### src/rtl/etc_pkg.sv
// Shared types for the non-stop ETC path: E-pass verdict codes and the
// validator FSM state encoding.
package etc_pkg;

    typedef enum logic [1:0] {
        EP_NONE    = 2'b00,
        EP_UNKNOWN = 2'b01,
        EP_OK      = 2'b10,
        EP_LOWBAL  = 2'b11
    } epass_code_t;

    typedef enum logic [2:0] {
        ST_IDLE     = 3'd0,
        ST_WAIT_TAG = 3'd1,
        ST_SEARCH   = 3'd2,
        ST_CHARGE   = 3'd3,
        ST_HOLD     = 3'd4
    } val_state_t;

endpackage

### src/rtl/epass_acct_table.sv
// Account table: N_ACCT entries of {valid, tag, balance} with provisioning
// write, search read, charge write-back and debug read ports.
module epass_acct_table #(
    parameter int TAG_W  = 8,
    parameter int BAL_W  = 16,
    parameter int N_ACCT = 8,
    parameter int IDX_W  = $clog2(N_ACCT)
) (
    input  logic             clk,
    input  logic             reset_n,
    input  logic             wr_en,
    input  logic [IDX_W-1:0] wr_idx,
    input  logic [TAG_W-1:0] wr_tag,
    input  logic [BAL_W-1:0] wr_bal,
    input  logic [IDX_W-1:0] srch_idx,
    output logic             srch_valid,
    output logic [TAG_W-1:0] srch_tag,
    input  logic [IDX_W-1:0] chg_idx,
    output logic [BAL_W-1:0] chg_bal,
    input  logic             upd_en,
    input  logic [BAL_W-1:0] upd_bal,
    input  logic [IDX_W-1:0] rd_idx,
    output logic [BAL_W-1:0] rd_bal
);

    logic [N_ACCT-1:0] valid_q;
    logic [TAG_W-1:0]  tag_q [N_ACCT];
    logic [BAL_W-1:0]  bal_q [N_ACCT];

    // Provisioning and charge write-back are never active together (the
    // validator only provisions in IDLE), so their order here is arbitrary.
    always_ff @(posedge clk or negedge reset_n) begin
        if (!reset_n) begin
            valid_q <= '0;
            for (int i = 0; i < N_ACCT; i++) begin
                tag_q[i] <= '0;
                bal_q[i] <= '0;
            end
        end else if (wr_en) begin
            valid_q[wr_idx] <= 1'b1;
            tag_q[wr_idx]   <= wr_tag;
            bal_q[wr_idx]   <= wr_bal;
        end else if (upd_en) begin
            bal_q[chg_idx]  <= upd_bal;
        end
    end

    assign srch_valid = valid_q[srch_idx];
    assign srch_tag   = tag_q[srch_idx];
    assign chg_bal    = bal_q[chg_idx];
    assign rd_bal     = bal_q[rd_idx];

endmodule

### src/rtl/epass_validator.sv
// E-pass validator: on a sensor-2 arrival, waits for a tag, searches the
// account table one entry per cycle, charges the toll and holds the verdict.
module epass_validator
    import etc_pkg::*;
#(
    parameter int TAG_W       = 8,
    parameter int BAL_W       = 16,
    parameter int N_ACCT      = 8,
    parameter int TOLL        = 50,
    parameter int TAG_TIMEOUT = 64,
    parameter int IDX_W       = $clog2(N_ACCT)
) (
    input  logic             clk,
    input  logic             reset_n,
    input  logic             sensor2,
    input  logic             tag_valid,
    input  logic [TAG_W-1:0] tag_id,
    input  logic             acct_wr_en,
    input  logic [IDX_W-1:0] acct_wr_idx,
    input  logic [TAG_W-1:0] acct_wr_tag,
    input  logic [BAL_W-1:0] acct_wr_bal,
    input  logic [IDX_W-1:0] acct_rd_idx,
    output logic [BAL_W-1:0] acct_rd_bal,
    output logic             acct_busy,
    output logic [1:0]       valid_Epass,
    output logic             charge_done,
    output logic [TAG_W-1:0] charge_tag,
    output logic [2:0]       dbg_state
);

    localparam int CNT_W = $clog2(TAG_TIMEOUT + 1);

    val_state_t       state_q, state_d;
    epass_code_t      verdict_q, verdict_d;
    logic             s2_q;
    logic [CNT_W-1:0] cnt_q, cnt_d;
    logic [IDX_W-1:0] idx_q, idx_d;
    logic [IDX_W-1:0] hit_q, hit_d;
    logic [TAG_W-1:0] tag_q, tag_d;
    logic             pend_q, pend_d;
    logic             match_q, match_d;
    logic             last_q, last_d;
    logic             charge_done_d;
    logic [TAG_W-1:0] charge_tag_q, charge_tag_d;
    logic             tbl_wr_en, upd_en;
    logic             srch_valid;
    logic [TAG_W-1:0] srch_tag;
    logic [BAL_W-1:0] chg_bal;
    logic             rise, fall;

    assign rise = sensor2 & ~s2_q;
    assign fall = ~sensor2 & s2_q;

    epass_acct_table #(
        .TAG_W (TAG_W),
        .BAL_W (BAL_W),
        .N_ACCT(N_ACCT),
        .IDX_W (IDX_W)
    ) u_table (
        .clk       (clk),
        .reset_n   (reset_n),
        .wr_en     (tbl_wr_en),
        .wr_idx    (acct_wr_idx),
        .wr_tag    (acct_wr_tag),
        .wr_bal    (acct_wr_bal),
        .srch_idx  (idx_q),
        .srch_valid(srch_valid),
        .srch_tag  (srch_tag),
        .chg_idx   (hit_q),
        .chg_bal   (chg_bal),
        .upd_en    (upd_en),
        .upd_bal   (chg_bal - BAL_W'(TOLL)),
        .rd_idx    (acct_rd_idx),
        .rd_bal    (acct_rd_bal)
    );

    always_ff @(posedge clk or negedge reset_n) begin
        if (!reset_n) begin
            state_q      <= ST_IDLE;
            verdict_q    <= EP_NONE;
            s2_q         <= 1'b0;
            cnt_q        <= '0;
            idx_q        <= '0;
            hit_q        <= '0;
            tag_q        <= '0;
            pend_q       <= 1'b0;
            match_q      <= 1'b0;
            last_q       <= 1'b0;
            charge_done  <= 1'b0;
            charge_tag_q <= '0;
        end else begin
            state_q      <= state_d;
            verdict_q    <= verdict_d;
            s2_q         <= sensor2;
            cnt_q        <= cnt_d;
            idx_q        <= idx_d;
            hit_q        <= hit_d;
            tag_q        <= tag_d;
            pend_q       <= pend_d;
            match_q      <= match_d;
            last_q       <= last_d;
            charge_done  <= charge_done_d;
            charge_tag_q <= charge_tag_d;
        end
    end

    // tag_valid is a one-cycle strobe with no back-pressure: tag_id is taken
    // only on the edge it is high while in WAIT_TAG, and dropped otherwise.
    // SEARCH compares are registered (match_q/last_q describe entry hit_q),
    // so a decision lands one cycle after the entry is read.
    always_comb begin
        state_d       = state_q;
        verdict_d     = verdict_q;
        cnt_d         = cnt_q;
        idx_d         = idx_q;
        hit_d         = hit_q;
        tag_d         = tag_q;
        pend_d        = pend_q;
        match_d       = match_q;
        last_d        = last_q;
        charge_done_d = 1'b0;
        charge_tag_d  = charge_tag_q;
        tbl_wr_en     = 1'b0;
        upd_en        = 1'b0;
        case (state_q)
            ST_IDLE: begin
                verdict_d = EP_NONE;
                tbl_wr_en = acct_wr_en;
                if (rise) begin
                    state_d = ST_WAIT_TAG;
                    cnt_d   = '0;
                end
            end
            ST_WAIT_TAG: begin
                if (fall) begin
                    state_d = ST_IDLE;
                end else if (tag_valid) begin
                    state_d = ST_SEARCH;
                    tag_d   = tag_id;
                    idx_d   = '0;
                    pend_d  = 1'b0;
                end else if (cnt_q == CNT_W'(TAG_TIMEOUT)) begin
                    state_d   = ST_HOLD;
                    verdict_d = EP_UNKNOWN;
                end else begin
                    cnt_d = cnt_q + CNT_W'(1);
                end
            end
            ST_SEARCH: begin
                if (fall) begin
                    state_d = ST_IDLE;
                end else if (pend_q && match_q) begin
                    state_d = ST_CHARGE;
                end else if (pend_q && last_q) begin
                    state_d   = ST_HOLD;
                    verdict_d = EP_UNKNOWN;
                end else begin
                    match_d = srch_valid && (srch_tag == tag_q);
                    last_d  = (idx_q == IDX_W'(N_ACCT - 1));
                    hit_d   = idx_q;
                    pend_d  = 1'b1;
                    idx_d   = idx_q + IDX_W'(1);
                end
            end
            ST_CHARGE: begin
                if (fall) begin
                    state_d = ST_IDLE;
                end else begin
                    state_d = ST_HOLD;
                    if (chg_bal >= BAL_W'(TOLL)) begin
                        upd_en        = 1'b1;
                        charge_done_d = 1'b1;
                        charge_tag_d  = tag_q;
                        verdict_d     = EP_OK;
                    end else begin
                        verdict_d = EP_LOWBAL;
                    end
                end
            end
            ST_HOLD: begin
                if (fall) begin
                    state_d   = ST_IDLE;
                    verdict_d = EP_NONE;
                end
            end
            default: begin
                state_d   = ST_IDLE;
                verdict_d = EP_NONE;
            end
        endcase
        if (state_d == ST_IDLE) begin
            verdict_d = EP_NONE;
        end
    end

    assign acct_busy   = (state_q != ST_IDLE);
    assign valid_Epass = verdict_q;
    assign charge_tag  = charge_tag_q;
    assign dbg_state   = state_q;

endmodule

### config.mk
export PLATFORM = sky130hd
export DESIGN_NAME = epass_validator
export DESIGN_NICKNAME = d
export VERILOG_FILES = /design/src/rtl/etc_pkg.sv /design/src/rtl/epass_acct_table.sv /design/src/rtl/epass_validator.sv
export SDC_FILE = /design/constraint.sdc
export NUM_CORES = 1
export LEC_CHECK = 0
export BUFFER_PORTS_ARGS = -buffer_cell sky130_fd_sc_hd__buf_2
export CORE_MARGIN = 3
export CORE_UTILIZATION = 62
export DETAILED_ROUTE_END_ITERATION = 10
export PLACE_DENSITY_LB_ADDON = 0.25
export REMOVE_ABC_BUFFERS = 1
export SYNTH_ARGS = -nofsm -noshare
export SYNTH_HDL_FRONTEND = slang
export SYNTH_HIERARCHICAL = 1
export SYNTH_SLANG_ARGS = --single-unit
### constraint.sdc
create_clock -name clk -period 4.1 [get_ports clk]
set_input_delay 0.41 -clock clk [delete_from_list [all_inputs] [get_ports clk]]
set_output_delay 0.41 -clock clk [all_outputs]
set_load 0.03 [all_outputs]
Word level (Yosys, flattened, before mapping)
Cells that the tools add are included.

storage, ports and cells
  bits of input ports = 43
  output and inout port bits = 31
  register bits = 239

operators by class
  equal/unequal tests = 23
  muxes and demuxes = 66
  magnitude comparators = 10
  reductions and logical operators = 18
  add/sub/neg operators = 3
  bitwise gates (word level) = 12

operator list
  cell                     number
  $bwmux W128              2
  $mux W128                2
  $bmux W16 S3             2
  $demux W16 S3            2
  $mux W16                 6
  $bwmux W64               1
  $mux W3                  14
  $mux W7                  4
  $bmux W8 S3              1
  $demux W8 S3             1
  $mux W8                  3
  $ne A3 B3 Y1 const B     8
  $mux W2                  9
  $ge A16 B6 Y1 const B    1
  $ge A4 B4 Y1 const B     4
  $ne A2 B2 Y1 const B     8
  $not A3 Y4               4
  $sub A16 B6 Y16 const B  1
  $pmux W3 S5              1
  $pmux W7 S2              1
  $mux W1                  12
  $eq A8 B8 Y1             1
  $lt A3 B4 Y1 const B     2
  $lt A4 B1 Y1 const B     2
  24 further kinds         40

Logic depth before layout (Yosys ltp)
  depth after elaboration = 10
  gate-level depth with buffers = 17
  mapped depth without buffers = 13

Hierarchy
Netlist, hierarchy kept.

by module, submodules not included
  module            instances  sequential area each (µm²)  area each (µm²)  cells an instance
  epass_acct_table  1          5004.8                      11254.5          960
  epass_validator   1          975.9                       2242.2           212

Least setup slack after synthesis
OpenSTA, ideal clock, no wires.

  path kind = flip-flop to flip-flop
  start point = register hit_q[0]
  end point = register u_table/bal_q[77] in the netlist's numbering
  buffers on the path = 4
  library setup time = 83 ps
  stages on the path, launching flop included = 14
  path slack = 498 ps
  arrival time = 3519 ps
  period minus slack after synthesis = 3602 ps
  cell sequence = dfrtp_1 > buf_4 > buf_2 > mux4_2 > mux2_2 > or4_1 > nor4_2 > nor2_4 > or2_1 > clkbuf_4 > o21ai_4 > buf_4 > nand2_1 > o21ai_0

on the way
  longest elaborated chain between the ends = 9

RTL lines
  what                                          RTL line                source
  start: declaration                            epass_validator.sv:38   logic [IDX_W-1:0] hit_q, hit_d;
  start signal: assignment                      epass_validator.sv:97   hit_q <= hit_d;
  $not A3 Y4 (implied by the code)              epass_acct_table.sv:50  assign chg_bal = bal_q[chg_idx];
  $bmux W16 S3                                  epass_acct_table.sv:50
  $mux W16 (implied by the code) (2 in series)  epass_acct_table.sv:50
  net chg_bal[11]                               epass_validator.sv:48   logic [BAL_W-1:0] chg_bal;
  $ge A16 B6 Y1                                 epass_validator.sv:170  if (chg_bal >= BAL_W'(TOLL)) begin
  $mux W1 (3 in series)                         -
  net charge_done_d                             epass_validator.sv:43   logic charge_done_d;
  $reduce_bool A2 Y1 (no line)                  -
  end signal: indexed assignment                epass_acct_table.sv:42  bal_q[wr_idx] <= wr_bal;
  end signal: indexed assignment                epass_acct_table.sv:44  bal_q[chg_idx] <= upd_bal;
  end: declaration                              epass_acct_table.sv:28  logic [BAL_W-1:0] bal_q [N_ACCT];

The timed path passes the listed nets, and every way through them passes these cells. The select of a mux whose other input is x is not followed.
A chain may end at the register's enable or synchronous reset.

Worst setup path in the final report
  start point = register hit_q[0]
  end point = register u_table/bal_q[97] in the netlist's numbering

The elaborated chain is that of the path after synthesis.

==> out/qor.yml <==
cells_and_area:
  antennaDiodeCount: 0
  syn2layout_area_growth_pct: 10.2
  seqCellArea_sq_um: 5980
  drive_above_1_share_pct: 32.4
  num-nets-final: 1242
  final_util_pct: 70.1
  multi_input_area_sq_um: 6860
  n_fill_cell: 1533
critical_path:
  cp.arrival_ns: 4.41
  cp_max_fo: 16
  r2r_end: "u_table/bal_q[97]"
  rr_startpoint: "hit_q[0]"
  r2r_cells: 13
  endpoint_kind: "flop"
  cp-start-kind: "flop"
  crit_required_ns: 4.55
  r2r_slack_ns: 0.15
  path_class: "flop to flop"
timing:
  finalHoldViolations: 0
  tightestPinTransition_ns: 1.25
  skew_ns: 0.0307
  setup-violations-final: 0
  min_period_over_period_pct: 96.4
  rsz0062_at_grt: "false"
  max_freq_mhz: 253
  report.final.slew_viol_count: 0
  period_minus_slack_ns: 3.95
  final.setup.tns_ns: 0
  relSlewSlack_pct: 16.8
drt:
  via_count: 10400
  viasPerCell: 7.02
  drt-pass1-iter-count: 6
  ant_nets: 0
  drtIter0Drc: 1182
  wl_um: 38100
  routedWlPerCell_um: 25.6
  drc: 0
power_and_ir_drop:
  pwr_density_cell_nw_per_um2: 829
  ir_worst_vdd_mv: 0.409
  leakage_nw: 6.09
synthesis:
  synth.distinct_cells: 66
  yosys_warnings: 6
  synth-async-reset-ratio_pct: 100
  synth_edf_count: 0
  synth_cells: 1172
  synth_area_sq_um: 13500
  avgSynthCellArea_sq_um: 11.5
  synth_seq_cells: 239
  synthFlopType: "dfrtp_1"
  ys_seq_area_share_pct: 44.3
global_routing:
  grt_pass1_vias: 10500
  grt_antenna_before_repair: 0
  grt_max_degree: 93
  gr-total-overflow: 0
  grt_pass1_wl_um: 59900
  grtUsageTotal_pct: 31.9
floorplan:
  io_pins: 74
  initial_core_util_pct: 63.6
  placement_rows: 53
  die_h_um: 154
  die_area_sq_um: 23600
  die_w_um: 154
  core_sq_um: 21200
hold_path:
  hold_class: "primary input to flop"
  hold_end: "s2_q"
  min-delay-start: "sensor2"
  hold_depth: 1
clocking:
  cts.sinks: 239
  cts_buffers: 26
  cts_tree: "done"
  clk_latency_ns: 0.56
  cts_root_buf: "clkbuf_16"
  h-tree-depth: 1
  cts_max_path_buffers: 3
  cts.clk_slew.worst_paths_ns: 0.06
run:
  drv_cap: 0
placement:
  place.port_buffers: 73
  gp_congestion: 0.936
  dpl.hpwl_um: 22600
outcome:
  run_status: "complete, no violations"
metrics by stage:
stage	cells	power (W)	cell area (sq um)	setup WS, ns	hold slack [ns]
4_1_cts	1484	0.0121	14800	0.118	0.0216
5_1_grt	1489	0.0130	14900	0.0104	0.0245
3_5_place_dp	1434	0.00969	13900	-0.0655	0.453
6_report	1489	0.0123	14900	0.148	0.0378
3_3_place_gp	1434	0.00951	13900	0.00475	0.448
2_1_floorplan	1050	0.00796	12800	-3.43	0.114
cell families after synthesis:
| kind of cell | Yosys count | share of synthesized area (%) |
|---|---|---|
| AO/OA/AOI/OAI | 319 | 15.8 |
| buffers and inverters | 129 | 5.21 |
| XOR/XNOR | 22 | 1.43 |
| multiplexers | 202 | 22.5 |
| AND/OR/NAND/NOR | 256 | 10.3 |
| flip-flops | 239 | 44.3 |
| adder cells (fa/ha/maj) | 5 | 0.464 |
per-layer routing:
| metal | vias to the layer above | share of wire [%] | global-route usage [%] |
|---|---|---|---|
| met5 | - | 0 | 0 |
| met4 | 0 | 4.2 | 12.2 |
| met3 | 146 | 11 | 6.75 |
| met2 | 671 | 46 | 49.3 |
| met1 | 5182 | 38 | 45.2 |
| li1 | 4447 | - | - |
cell usage in the layout (no fill, tap or decap), types with 7 or more instances in the layout:
| master | count |
|---|---|
| inv_1 | 7 |
| nor2_1 | 19 |
| mux2i_1 | 11 |
| nand2_1 | 152 |
| o21ai_0 | 85 |
| buf_4 | 33 |
| buf_2 | 72 |
| xor2_1 | 16 |
| buf_12 | 7 |
| o21ai_4 | 8 |
| or2_2 | 9 |
| dfrtp_1 | 238 |
| o21ai_1 | 54 |
| mux2_4 | 8 |
| a22oi_1 | 139 |
| mux4_2 | 66 |
| mux2_2 | 117 |
| a21oi_1 | 7 |
| clkbuf_16 | 26 |
synthesized netlist by cell type, types with 3 or more instances:
cell type / number / area, sq um
o211ai_1: 5 / 37.5
buf_4: 20 / 150
a21oi_1: 7 / 35.0
mux4_2: 66 / 1490
inv_1: 7 / 26.3
o21ai_0: 85 / 425
mux2_4: 8 / 120
buf_1: 3 / 11.3
nand2_1: 152 / 571
dfrtp_1: 239 / 5980
a22oi_1: 139 / 1040
nor3_1: 5 / 25.0
nor2_1: 20 / 75.1
or2_2: 8 / 50.1
clkbuf_2: 17 / 85.1
and4bb_2: 5 / 62.6
and4b_1: 4 / 40.0
nand3b_1: 6 / 45.0
buf_6: 11 / 124
nand3_1: 4 / 20.0
and2_1: 5 / 31.3
o21ai_1: 54 / 270
nand2b_1: 4 / 25.0
xor2_1: 16 / 140
clkbuf_1: 41 / 154
nor4b_4: 4 / 95.1
mux2_2: 117 / 1320
nand4_1: 6 / 37.5
xnor2_1: 6 / 52.6
nor2b_1: 5 / 31.3
a22o_1: 3 / 26.3
o221ai_1: 5 / 43.8
ha_1: 5 / 62.6
o21ai_4: 8 / 130
a211oi_1: 3 / 22.5
mux2i_1: 11 / 110
or3_1: 3 / 18.8
buf_2: 29 / 145
power by group:
| part | switching, W | internal [W] |
|---|---|---|
| Sequential | 0.000858 | 0.00340 |
| Clock | 0.00100 | 0.00140 |
| Combinational | 0.00328 | 0.00239 |
flip-flops by register name, indices dropped and copies added, names as in the netlist:
signal,count
u_table/tag_q,64
pend_q,1
dbg_state,3
u_table/valid_q,8
charge_tag,8
idx_q,3
valid_Epass,2
u_table/bal_q,128
charge_done,1
tag_q,8
s2_q,1
match_q,1
last_q,1
hit_q,3
cnt_q,7
worst max-delay path, stage by stage, from the launching register on:
cell and delay [ns]:
dfrtp_2 0.42, buf_4 0.21, nor2b_1 0.16, and2_1 0.24, a22oi_1 0.20, o221ai_1 0.29, o311ai_4 0.50, nand3b_2 0.24
nor4_4 0.36, nor2_4 0.12, or2_2 0.48, o21ai_4 0.34, nand2_1 0.14, o21ai_0 0.13
area by class of cell:
class,count,area share (%)
inverters,7,0.177
repair buffers,114,5.20
flip-flops and latches,239,40.2
clock buffers,33,4.95
clock inverters,15,1.03
multi-input cells,806,46.1
well taps,275,2.31
worst max-delay path by stage:
stage                             end      from  cells after the start  slack [ns]
CTS                 u_table/bal_q[74]  hit_q[0]                     12        0.12
finish              u_table/bal_q[97]  hit_q[0]                     13        0.15
detailed placement  u_table/bal_q[19]  hit_q[0]                     12       -0.07
global route        u_table/bal_q[14]  hit_q[0]                     13        0.01
floorplan            u_table/bal_q[0]  hit_q[0]                      7       -3.43
global placement    u_table/bal_q[52]  hit_q[0]                     12       0.005
what timing repair did:
action,in CTS,in global routing
endpoints found under the setup margin,85,117
hold buffers,1,0
buffers inserted,0,4
hold endpoints to repair,90,0
gates resized for setup,1,2
gates cloned,1,1
pin swaps,1,1
No activity file was read; power rests on OpenSTA's default activity.
